### src/rtl/sound_mem_arbiter_if.sv
// Signal bundle between the GLU/DOC clients, the sound-RAM arbiter and the SDRAM controller port.
// The master modport is the surrounding logic; the slave modport is the arbiter itself.
interface sound_mem_arbiter_if;
  logic        glu_wr_i;
  logic [20:0] glu_addr_i;
  logic [31:0] glu_data_i;
  logic [3:0]  glu_byte_en_i;
  logic        doc_rd_i;
  logic [20:0] doc_addr_i;
  logic        doc_ready_o;
  logic [31:0] doc_q_o;
  logic        mem_rd_o;
  logic        mem_wr_o;
  logic [20:0] mem_addr_o;
  logic [31:0] mem_data_o;
  logic [3:0]  mem_byte_en_o;
  logic        mem_ready_i;
  logic [31:0] mem_q_i;
  logic        wr_overflow_o;
  logic        rd_overrun_o;
  logic        busy_o;

  modport master (
    output glu_wr_i, glu_addr_i, glu_data_i, glu_byte_en_i, doc_rd_i, doc_addr_i,
           mem_ready_i, mem_q_i,
    input  doc_ready_o, doc_q_o, mem_rd_o, mem_wr_o, mem_addr_o, mem_data_o,
           mem_byte_en_o, wr_overflow_o, rd_overrun_o, busy_o
  );

  modport slave (
    input  glu_wr_i, glu_addr_i, glu_data_i, glu_byte_en_i, doc_rd_i, doc_addr_i,
           mem_ready_i, mem_q_i,
    output doc_ready_o, doc_q_o, mem_rd_o, mem_wr_o, mem_addr_o, mem_data_o,
           mem_byte_en_o, wr_overflow_o, rd_overrun_o, busy_o
  );
endinterface

### src/rtl/sound_mem_arbiter.sv
// Shares one sound-RAM port between buffered GLU writes and single-outstanding DOC reads.
// Reads win arbitration unless MAX_RD_STREAK reads in a row have passed while writes wait.
module sound_mem_arbiter #(
  parameter int WR_FIFO_DEPTH = 4,
  parameter int MAX_RD_STREAK = 4
) (
  input  logic               clk_logic,
  input  logic               system_reset_n,
  sound_mem_arbiter_if.slave bus
);
  localparam int AW = $clog2(WR_FIFO_DEPTH);
  localparam int SW = $clog2(MAX_RD_STREAK + 1);
  localparam int EW = 21 + 32 + 4;

  typedef enum logic [1:0] {
    ST_IDLE    = 2'd0,
    ST_RD_BUSY = 2'd1,
    ST_WR_BUSY = 2'd2
  } state_t;

  state_t        r_state;
  logic [EW-1:0] r_fifo_mem [WR_FIFO_DEPTH];
  logic [AW:0]   r_wr_ptr;
  logic [AW:0]   r_rd_ptr;
  logic          r_slot_valid;
  logic [20:0]   r_slot_addr;
  logic [SW-1:0] r_streak;
  logic          r_mem_rd;
  logic          r_mem_wr;
  logic [20:0]   r_mem_addr;
  logic [31:0]   r_mem_data;
  logic [3:0]    r_mem_be;
  logic          r_doc_ready;
  logic [31:0]   r_doc_q;
  logic          r_wr_overflow;
  logic          r_rd_overrun;
  logic          r_busy;

  logic          w_fifo_empty;
  logic          w_fifo_full;
  logic [EW-1:0] w_fifo_head;
  logic          w_rd_grant;
  logic          w_wr_grant;
  logic          w_push;
  logic          w_done;
  logic          w_rd_done;
  logic          w_rd_inflight;

  assign w_fifo_empty = (r_wr_ptr == r_rd_ptr);
  assign w_fifo_full  = (r_wr_ptr[AW] != r_rd_ptr[AW]) &&
                        (r_wr_ptr[AW-1:0] == r_rd_ptr[AW-1:0]);
  assign w_fifo_head  = r_fifo_mem[r_rd_ptr[AW-1:0]];
  assign w_rd_grant   = (r_state == ST_IDLE) && r_slot_valid &&
                        (w_fifo_empty || (r_streak < SW'(MAX_RD_STREAK)));
  assign w_wr_grant   = (r_state == ST_IDLE) && !w_rd_grant && !w_fifo_empty;
  assign w_push       = bus.glu_wr_i && (!w_fifo_full || w_wr_grant);
  // A ready coinciding with the issue pulse belongs to nobody and is not taken.
  assign w_done       = bus.mem_ready_i && !r_mem_rd && !r_mem_wr;
  assign w_rd_done    = (r_state == ST_RD_BUSY) && w_done;
  assign w_rd_inflight = ((r_state == ST_RD_BUSY) && !w_done) || w_rd_grant;

  assign bus.doc_ready_o   = r_doc_ready;
  assign bus.doc_q_o       = r_doc_q;
  assign bus.mem_rd_o      = r_mem_rd;
  assign bus.mem_wr_o      = r_mem_wr;
  assign bus.mem_addr_o    = r_mem_addr;
  assign bus.mem_data_o    = r_mem_data;
  assign bus.mem_byte_en_o = r_mem_be;
  assign bus.wr_overflow_o = r_wr_overflow;
  assign bus.rd_overrun_o  = r_rd_overrun;
  assign bus.busy_o        = r_busy;

  // Arbiter FSM with write FIFO, read slot, streak counter and all registered outputs.
  always_ff @(posedge clk_logic) begin
    if (!system_reset_n) begin
      r_state       <= ST_IDLE;
      r_wr_ptr      <= '0;
      r_rd_ptr      <= '0;
      r_slot_valid  <= 1'b0;
      r_slot_addr   <= 21'd0;
      r_streak      <= '0;
      r_mem_rd      <= 1'b0;
      r_mem_wr      <= 1'b0;
      r_mem_addr    <= 21'd0;
      r_mem_data    <= 32'd0;
      r_mem_be      <= 4'b1111;
      r_doc_ready   <= 1'b0;
      r_doc_q       <= 32'd0;
      r_wr_overflow <= 1'b0;
      r_rd_overrun  <= 1'b0;
      r_busy        <= 1'b0;
    end else begin
      r_mem_rd    <= 1'b0;
      r_mem_wr    <= 1'b0;
      r_doc_ready <= 1'b0;

      if (w_push) begin
        r_fifo_mem[r_wr_ptr[AW-1:0]] <= {bus.glu_addr_i, bus.glu_data_i, bus.glu_byte_en_i};
        r_wr_ptr <= r_wr_ptr + (AW+1)'(1);
      end else if (bus.glu_wr_i) begin
        r_wr_overflow <= 1'b1;
      end else begin
        r_wr_overflow <= r_wr_overflow;
      end

      // A request landing on the completion cycle refills the slot the completion frees.
      if (bus.doc_rd_i && w_rd_inflight) begin
        r_rd_overrun <= 1'b1;
      end else if (bus.doc_rd_i) begin
        r_slot_valid <= 1'b1;
        r_slot_addr  <= bus.doc_addr_i;
      end else if (w_rd_done) begin
        r_slot_valid <= 1'b0;
      end else begin
        r_slot_valid <= r_slot_valid;
      end

      case (r_state)
        ST_IDLE: begin
          if (w_rd_grant) begin
            r_mem_rd   <= 1'b1;
            r_mem_addr <= r_slot_addr;
            r_mem_data <= 32'd0;
            r_mem_be   <= 4'b1111;
            r_state    <= ST_RD_BUSY;
            r_busy     <= 1'b1;
            r_streak   <= w_fifo_empty ? '0 : (r_streak + SW'(1));
          end else if (w_wr_grant) begin
            r_mem_wr   <= 1'b1;
            {r_mem_addr, r_mem_data, r_mem_be} <= w_fifo_head;
            r_rd_ptr   <= r_rd_ptr + (AW+1)'(1);
            r_state    <= ST_WR_BUSY;
            r_busy     <= 1'b1;
            r_streak   <= '0;
          end else begin
            r_streak   <= '0;
          end
        end
        ST_RD_BUSY: begin
          if (w_done) begin
            r_doc_q     <= bus.mem_q_i;
            r_doc_ready <= 1'b1;
            r_state     <= ST_IDLE;
            r_busy      <= 1'b0;
          end else begin
            r_state     <= ST_RD_BUSY;
          end
        end
        ST_WR_BUSY: begin
          if (w_done) begin
            r_state <= ST_IDLE;
            r_busy  <= 1'b0;
          end else begin
            r_state <= ST_WR_BUSY;
          end
        end
        default: begin
          r_state <= ST_IDLE;
          r_busy  <= 1'b0;
        end
      endcase
    end
  end
endmodule

### src/flat_wrapper.sv
// flat-port wrapper written by rule: the top's interface ports become plain ports
module sound_mem_arbiter_flat 
#(
  parameter int WR_FIFO_DEPTH = 4,
  parameter int MAX_RD_STREAK = 4
)
  (clk_logic, system_reset_n, bus_glu_wr_i, bus_glu_addr_i, bus_glu_data_i, bus_glu_byte_en_i, bus_doc_rd_i, bus_doc_addr_i, bus_mem_ready_i, bus_mem_q_i, bus_doc_ready_o, bus_doc_q_o, bus_mem_rd_o, bus_mem_wr_o, bus_mem_addr_o, bus_mem_data_o, bus_mem_byte_en_o, bus_wr_overflow_o, bus_rd_overrun_o, bus_busy_o);
  sound_mem_arbiter_if bus_i ();
  input  logic clk_logic;
  input  logic system_reset_n;
  input wire logic [$bits(bus_i.glu_wr_i)-1:0] bus_glu_wr_i;
  input wire logic [$bits(bus_i.glu_addr_i)-1:0] bus_glu_addr_i;
  input wire logic [$bits(bus_i.glu_data_i)-1:0] bus_glu_data_i;
  input wire logic [$bits(bus_i.glu_byte_en_i)-1:0] bus_glu_byte_en_i;
  input wire logic [$bits(bus_i.doc_rd_i)-1:0] bus_doc_rd_i;
  input wire logic [$bits(bus_i.doc_addr_i)-1:0] bus_doc_addr_i;
  input wire logic [$bits(bus_i.mem_ready_i)-1:0] bus_mem_ready_i;
  input wire logic [$bits(bus_i.mem_q_i)-1:0] bus_mem_q_i;
  output wire logic [$bits(bus_i.doc_ready_o)-1:0] bus_doc_ready_o;
  output wire logic [$bits(bus_i.doc_q_o)-1:0] bus_doc_q_o;
  output wire logic [$bits(bus_i.mem_rd_o)-1:0] bus_mem_rd_o;
  output wire logic [$bits(bus_i.mem_wr_o)-1:0] bus_mem_wr_o;
  output wire logic [$bits(bus_i.mem_addr_o)-1:0] bus_mem_addr_o;
  output wire logic [$bits(bus_i.mem_data_o)-1:0] bus_mem_data_o;
  output wire logic [$bits(bus_i.mem_byte_en_o)-1:0] bus_mem_byte_en_o;
  output wire logic [$bits(bus_i.wr_overflow_o)-1:0] bus_wr_overflow_o;
  output wire logic [$bits(bus_i.rd_overrun_o)-1:0] bus_rd_overrun_o;
  output wire logic [$bits(bus_i.busy_o)-1:0] bus_busy_o;
  assign bus_i.glu_wr_i = bus_glu_wr_i;
  assign bus_i.glu_addr_i = bus_glu_addr_i;
  assign bus_i.glu_data_i = bus_glu_data_i;
  assign bus_i.glu_byte_en_i = bus_glu_byte_en_i;
  assign bus_i.doc_rd_i = bus_doc_rd_i;
  assign bus_i.doc_addr_i = bus_doc_addr_i;
  assign bus_i.mem_ready_i = bus_mem_ready_i;
  assign bus_i.mem_q_i = bus_mem_q_i;
  assign bus_doc_ready_o = bus_i.doc_ready_o;
  assign bus_doc_q_o = bus_i.doc_q_o;
  assign bus_mem_rd_o = bus_i.mem_rd_o;
  assign bus_mem_wr_o = bus_i.mem_wr_o;
  assign bus_mem_addr_o = bus_i.mem_addr_o;
  assign bus_mem_data_o = bus_i.mem_data_o;
  assign bus_mem_byte_en_o = bus_i.mem_byte_en_o;
  assign bus_wr_overflow_o = bus_i.wr_overflow_o;
  assign bus_rd_overrun_o = bus_i.rd_overrun_o;
  assign bus_busy_o = bus_i.busy_o;
  sound_mem_arbiter #(.WR_FIFO_DEPTH(WR_FIFO_DEPTH), .MAX_RD_STREAK(MAX_RD_STREAK)) u_core (.clk_logic(clk_logic), .system_reset_n(system_reset_n), .bus(bus_i));
endmodule
### config.mk
export PLATFORM = sky130hd
export DESIGN_NAME = sound_mem_arbiter_flat
export DESIGN_NICKNAME = d
export VERILOG_FILES = /design/src/rtl/sound_mem_arbiter_if.sv /design/src/rtl/sound_mem_arbiter.sv /design/src/flat_wrapper.sv
export SDC_FILE = /design/constraint.sdc
export NUM_CORES = 1
export LEC_CHECK = 0
export BUFFER_PORTS_ARGS = -buffer_cell sky130_fd_sc_hd__clkbuf_2
export CAP_MARGIN = 10
export CORE_MARGIN = 2
export CORE_UTILIZATION = 51
export CTS_BUF_LIST = sky130_fd_sc_hd__clkbuf_16
export DETAILED_ROUTE_END_ITERATION = 8
export GPL_TIMING_DRIVEN = 0
export PLACE_DENSITY = 0.76
export RECOVER_POWER = 50
export SYNTH_ARGS = -nofsm -noshare
export SYNTH_HDL_FRONTEND = slang
export SYNTH_SLANG_ARGS = --single-unit
### constraint.sdc
create_clock -name clk_logic -period 3.46 [get_ports clk_logic]
set_input_delay 1.038 -clock clk_logic [delete_from_list [all_inputs] [get_ports clk_logic]]
set_output_delay 1.038 -clock clk_logic [all_outputs]
set_load 0.1 [all_outputs]
* Yosys cells after proc, flatten, opt, wreduce, memory -nomap -nowiden *
Memory sizes are Yosys's and may differ from the RTL's. A register that Yosys moved wholly into a read port is not among the register bits.
Index checks and enable logic that the tools add are counted.

word-level totals
  register bits = 128
  memory bits (writable) = 228
  input bits = 115
  output and inout bits = 95
  logic and storage cells = 94
  memories = 1

memory list
  memory             words  bits a word  rd ports  clocked after Yosys merged registers in  write ports  RTL line                 text
  u_core.r_fifo_mem  4      57           1         1                                        1            sound_mem_arbiter.sv:22  logic [EW-1:0] r_fifo_mem [WR_FIFO_DEPTH];

cells by class
  add/subtract/negate cells = 3
  $lt $le $gt $ge = 1
  eq/ne operators = 7
  mux-type cells = 27
  bitwise gates (word level) = 5
  reductions and logical operators = 34

operators by type and width
  cell                   number
  $mux W32               2
  $mux W21               2
  $reduce_and A2 Y1      8
  $mux W1                12
  $logic_and A1 B1 Y1    11
  $mux W2                5
  $add A3 B1 Y3 const B  3
  $mux W4                2
  $logic_not A1 Y1       6
  $mux W3                2
  $pmux W2 S3            1
  $not A1 Y1             5
  $reduce_bool A2 Y1     2
  $eq A3 B3 Y1           1
  $logic_or A1 B1 Y1     3
  $lt A3 B3 Y1 const B   1
  $ne A3 B1 Y1 const B   1
  $reduce_and A3 Y1      1
  $reduce_or A3 Y1       1
  $eq A2 B1 Y1 const B   1
  $eq A2 B2 Y1           1
  $eq A2 B2 Y1 const B   1
  $logic_not A2 Y1       1
  $ne A2 B1 Y1 const B   1
  other kinds (3)        3

* Logic depth before layout (Yosys ltp) *
  depth after elaboration = 11
  mapped depth = 7
  mapped depth without buffers = 6

* Worst setup path after synthesis *
Ideal clock, no wire load.

  kind = input to register
  from = input port system_reset_n
  to = memory u_core.r_fifo_mem[0][0] (netlist name) (enable)
  setup time = 0.421 ns
  arrival time = 3.017 ns
  data required time = 3.039 ns
  slack = 0.022 ns
  cell stages on the path = 3
  buffers on the path = 2
  path through = clkbuf_1 clkbuf_1 and3_1

between the ends
  word-level cells in the longest chain between the ends = 2

ends and longest elaborated chain
  element                        RTL line                 text
  start, declared                flat_wrapper.sv:10       input logic system_reset_n;
  $mux W1                        sound_mem_arbiter.sv:75  if (!system_reset_n) begin
  $mux W1 (implied by the code)  sound_mem_arbiter.sv:98  r_fifo_mem[r_wr_ptr[AW-1:0]] <= {bus.glu_addr_i, bus.glu_data_i, bus.glu_byte_en_i};
  end, declared                  sound_mem_arbiter.sv:22

No other way between the ends.

* Worst setup path after layout *
  from = input port bus_mem_ready_i
  to = register u_core.r_slot_addr[2]

between the ends
  word-level cells in the longest chain between the ends = 8

ends and longest elaborated chain
  element                             RTL line                  text
  start, declared                     flat_wrapper.sv:17        input wire logic [$bits(bus_i.mem_ready_i)-1:0] bus_mem_ready_i;
  $logic_and A1 B1 Y1 (2 in a row)    sound_mem_arbiter.sv:58   assign w_done = bus.mem_ready_i && !r_mem_rd && !r_mem_wr;
  $logic_not A1 Y1                    sound_mem_arbiter.sv:60   assign w_rd_inflight = ((r_state == ST_RD_BUSY) && !w_done) || w_rd_grant;
  $logic_and A1 B1 Y1                 sound_mem_arbiter.sv:60
  $logic_or A1 B1 Y1                  sound_mem_arbiter.sv:60
  $logic_and A1 B1 Y1                 sound_mem_arbiter.sv:107  if (bus.doc_rd_i && w_rd_inflight) begin
  $not A1 Y1 (no source line)         n/a
  $reduce_and A2 Y1 (no source line)  n/a
  end signal, assigned                sound_mem_arbiter.sv:111  r_slot_addr <= bus.doc_addr_i;
  end, declared                       sound_mem_arbiter.sv:26   logic [20:0] r_slot_addr;

No other way between the ends.
A chain may end at the register's enable or synchronous reset.

==> impl_metrics.json <==
{
  "status": "complete, no violations",
  "worstSetupPathType": "in2reg",
  "yosysWarnings": 0,
  "yosys.area.top_type": "edfxtp_1",
  "r2r.worst_path.cells": 5,
  "wl_mm": 29.5,
  "htreeDepth": 2,
  "grt_max_degree": 54,
  "peakVddDrop_uv": 549,
  "die_h_microns": 165,
  "finalHoldViolCount": 0,
  "grt_overflow": 0,
  "track_usage_pct": 21.8,
  "total_power_mw": 13.7,
  "tightest_slew_ns": 1.25,
  "drt-wirelength-per-cell_microns": 20.5,
  "powerDensity_mw_per_mm2": 869,
  "hold_path_depth": 2,
  "hp-class": "reg2reg",
  "leakage_nw": 5.47,
  "vias": 8013,
  "first_pass_iters": 5,
  "min_period_ns": 3.09,
  "cp.arrival_ns": 3.54,
  "cts_tree": "yes",
  "async_flop_share_pct": 0,
  "met2_length_mm": 14.7,
  "maxCapViolations": 0,
  "setup_viol": 0,
  "syn-instance-count": 830,
  "antenna_found_initial": 1,
  "regArea_sq_mm": 0.00945,
  "dr_wl_met3_mm": 2.48,
  "post-dp-hpwl_mm": 19.8,
  "fin_skew_ns": 0.0210,
  "initial_utilization_pct": 52.1,
  "drive_above_1_share_pct": 21.4,
  "synth_top_area_share_pct": 51.9,
  "die_w_microns": 165,
  "yosys-top-cells-area": "edfxtp_1 52%, dfxtp_1 20%, mux4_2 9.7%",
  "io_pins": 210,
  "path_max_fanout": 10,
  "multi_input_area_sq_mm": 0.00339,
  "relSlewSlack_pct": 16.8,
  "maxSlewViolCount": 0,
  "m1WireLength_mm": 11.8,
  "vias_per_cell": 5.56,
  "rsz0062_at_grt": "no",
  "synth_edf_count": 228,
  "setup_ws_ns": 0.368,
  "syn_nets": 955,
  "dr.first_iter.drc_count": 578,
  "ys_dominant_reg_cell": "edfxtp_1",
  "cts_max_path_buffers": 3,
  "dp_slack_ns": 0.0916,
  "fp-row-count": 58,
  "clock-root-buffer": "clkbuf_16",
  "cts-resized-gates": 0,
  "area_growth_pct": 19.7,
  "avgSynthCellArea_sq_um": 15.9,
  "max_freq_ghz": 0.323,
  "path_clk_slew_ns": 0.06,
  "post_cts_buffers": 0,
  "num-fill-cells": 1934,
  "grt_pass1_vias": 8046,
  "tns_ns": 0,
  "ys_seq_area_share_pct": 71.6,
  "ys_ff_latch": 358,
  "timing.final.crit_share_pct": 89.4,
  "end_kind": "register",
  "portBuffers": 209,
  "ant_nets": 0,
  "ys_types": 45,
  "grt_pass1_wl_mm": 44.3,
  "insertion_delay_ns": 0.53,
  "maxUsedRoutingLayer": "met4",
  "route.detailed.drc": 0,
  "worst_setup_path_start_kind": "input pin",
  "dieArea_sq_mm": 0.0272,
  "num-nets-final": 1207,
  "gp_congestion": 0.827,
  "cts_buffers": 37,
  "cts.sinks": 358,
  "core_area_sq_mm": 0.0253,
  "netlist_area_sq_mm": 0.0132,
  "required_ns": 3.90,
  "hold_buffers": 0
}
state kept, by name (all words and copies together), names as in the netlist, named ones only:
name,flops
u_core.bus.doc_q_o,32
u_core.bus.mem_wr_o,1
u_core.bus.doc_ready_o,1
u_core.bus.mem_addr_o,21
u_core.r_fifo_mem,228
u_core.bus.mem_rd_o,1
u_core.r_wr_ptr,3
u_core.bus.mem_byte_en_o,4
u_core.r_slot_addr,21
u_core.r_rd_ptr,3
u_core.bus.wr_overflow_o,1
u_core.bus.busy_o,1
u_core.r_slot_valid,1
u_core.r_state,2
u_core.r_streak,3
u_core.bus.mem_data_o,32
u_core.bus.rd_overrun_o,1
cells in the mapped netlist (2+ instances only):
| library cell | n |
|---|---|
| nand2b_1 | 2 |
| nor4_1 | 2 |
| a32o_1 | 32 |
| buf_2 | 17 |
| a311oi_4 | 2 |
| mux4_2 | 57 |
| o21a_1 | 2 |
| nor3_1 | 2 |
| o221a_2 | 2 |
| nor2_1 | 10 |
| o21ai_0 | 4 |
| o22a_1 | 4 |
| nor2b_1 | 3 |
| and2_1 | 2 |
| dfxtp_1 | 130 |
| nand4_1 | 2 |
| edfxtp_1 | 228 |
| nand3_1 | 5 |
| xor2_2 | 2 |
| inv_1 | 30 |
| xnor2_1 | 4 |
| and3_1 | 4 |
| a21oi_1 | 62 |
| buf_6 | 2 |
| o221ai_1 | 21 |
| ha_1 | 10 |
| nand2_1 | 117 |
| mux2i_1 | 23 |
| nor3b_1 | 2 |
| clkbuf_1 | 31 |
| a41oi_1 | 2 |
where the power goes:
| group | internal (mW) | switching [mW] |
|---|---|---|
| Combinational | 1.12 | 3.55 |
| Clock | 2.23 | 1.59 |
| Sequential | 4.98 | 0.253 |
| Total | 8.33 | 5.40 |
critical path, cell delays in order:
cell,delay [ns]
clkbuf_2,0.07
nor3b_1,0.50
nor2b_1,0.21
a311oi_1,0.76
clkbuf_1,0.66
mux2i_1,0.28
cell families (layout without fill, tap and decap cells):
logic type,count (synthesis),in the layout,synth area share (%)
fa+ha+maj,10,10,0.948
xor+xnor,7,7,0.578
flops,358,358,71.6
other cells,0,1,0
buf+inv,83,362,2.65
mux,80,80,11.5
simple gates,153,153,4.83
compound gates,139,139,7.91
layout make-up:
cell class,instances,area share (%)
multi-input cells,389,21.5
flip-flops and latches,358,59.8
well taps,330,2.61
plain buffers,51,1.40
inverters,32,0.761
diodes,1,0.0158
clock buffers,38,6.02
repair buffers,213,6.41
clock inverters,28,1.47
layer usage:
metal	track usage (%)	up-vias
met5	0	-
met4	5.69	0
met3	5.73	41
met2	37.7	312
met1	27.4	3948
li1	-	3712
through the flow:
step | cell area, sq um | instances | hold WS (ns) | utilization (%)
2_1_floorplan | 13200 | 830 | 0.425 | -
3_3_place_gp | 14700 | 1369 | 0.433 | 57.9
3_5_place_dp | 14800 | 1373 | 0.442 | 58.4
4_1_cts | 16000 | 1439 | 0.447 | 63.0
6_report | 15800 | 1440 | 0.446 | 62.4
5_1_grt | 15800 | 1440 | 0.462 | 62.4
path summary, 6_finish.rpt:
kind	startpoint	endpoint	slack (ns)
min	u_core.r_slot_addr[20]$_SDFFE_PN0P_	u_core.bus.mem_addr_o[20]$_SDFFE_PN0P_	0.45
max	bus_mem_ready_i	u_core.r_slot_addr[2]$_SDFFE_PN0P_	0.37
min reg2reg	u_core.r_slot_addr[20]$_SDFFE_PN0P_	u_core.bus.mem_addr_o[20]$_SDFFE_PN0P_	0.45
max reg2reg	u_core.bus.mem_rd_o$_SDFF_PN0_	u_core.r_slot_addr[2]$_SDFFE_PN0P_	0.63
cell usage in the layout (no fill, tap or decap), types with 6 or more instances in the layout:
cell type / synthesis / layout
edfxtp_1: 228 / 228
clkbuf_1: 31 / 147
dfxtp_1: 130 / 130
nand2_1: 117 / 117
clkbuf_2: 1 / 95
a21oi_1: 62 / 62
mux4_2: 57 / 57
clkbuf_16: 0 / 38
inv_1: 30 / 37
a32o_1: 32 / 32
mux2i_1: 23 / 23
o221ai_1: 21 / 21
buf_2: 17 / 17
nor2_1: 10 / 10
ha_1: 10 / 10
clkinv_2: 0 / 8
clkinv_1: 1 / 6
Power figures use the tool's default switching activity.
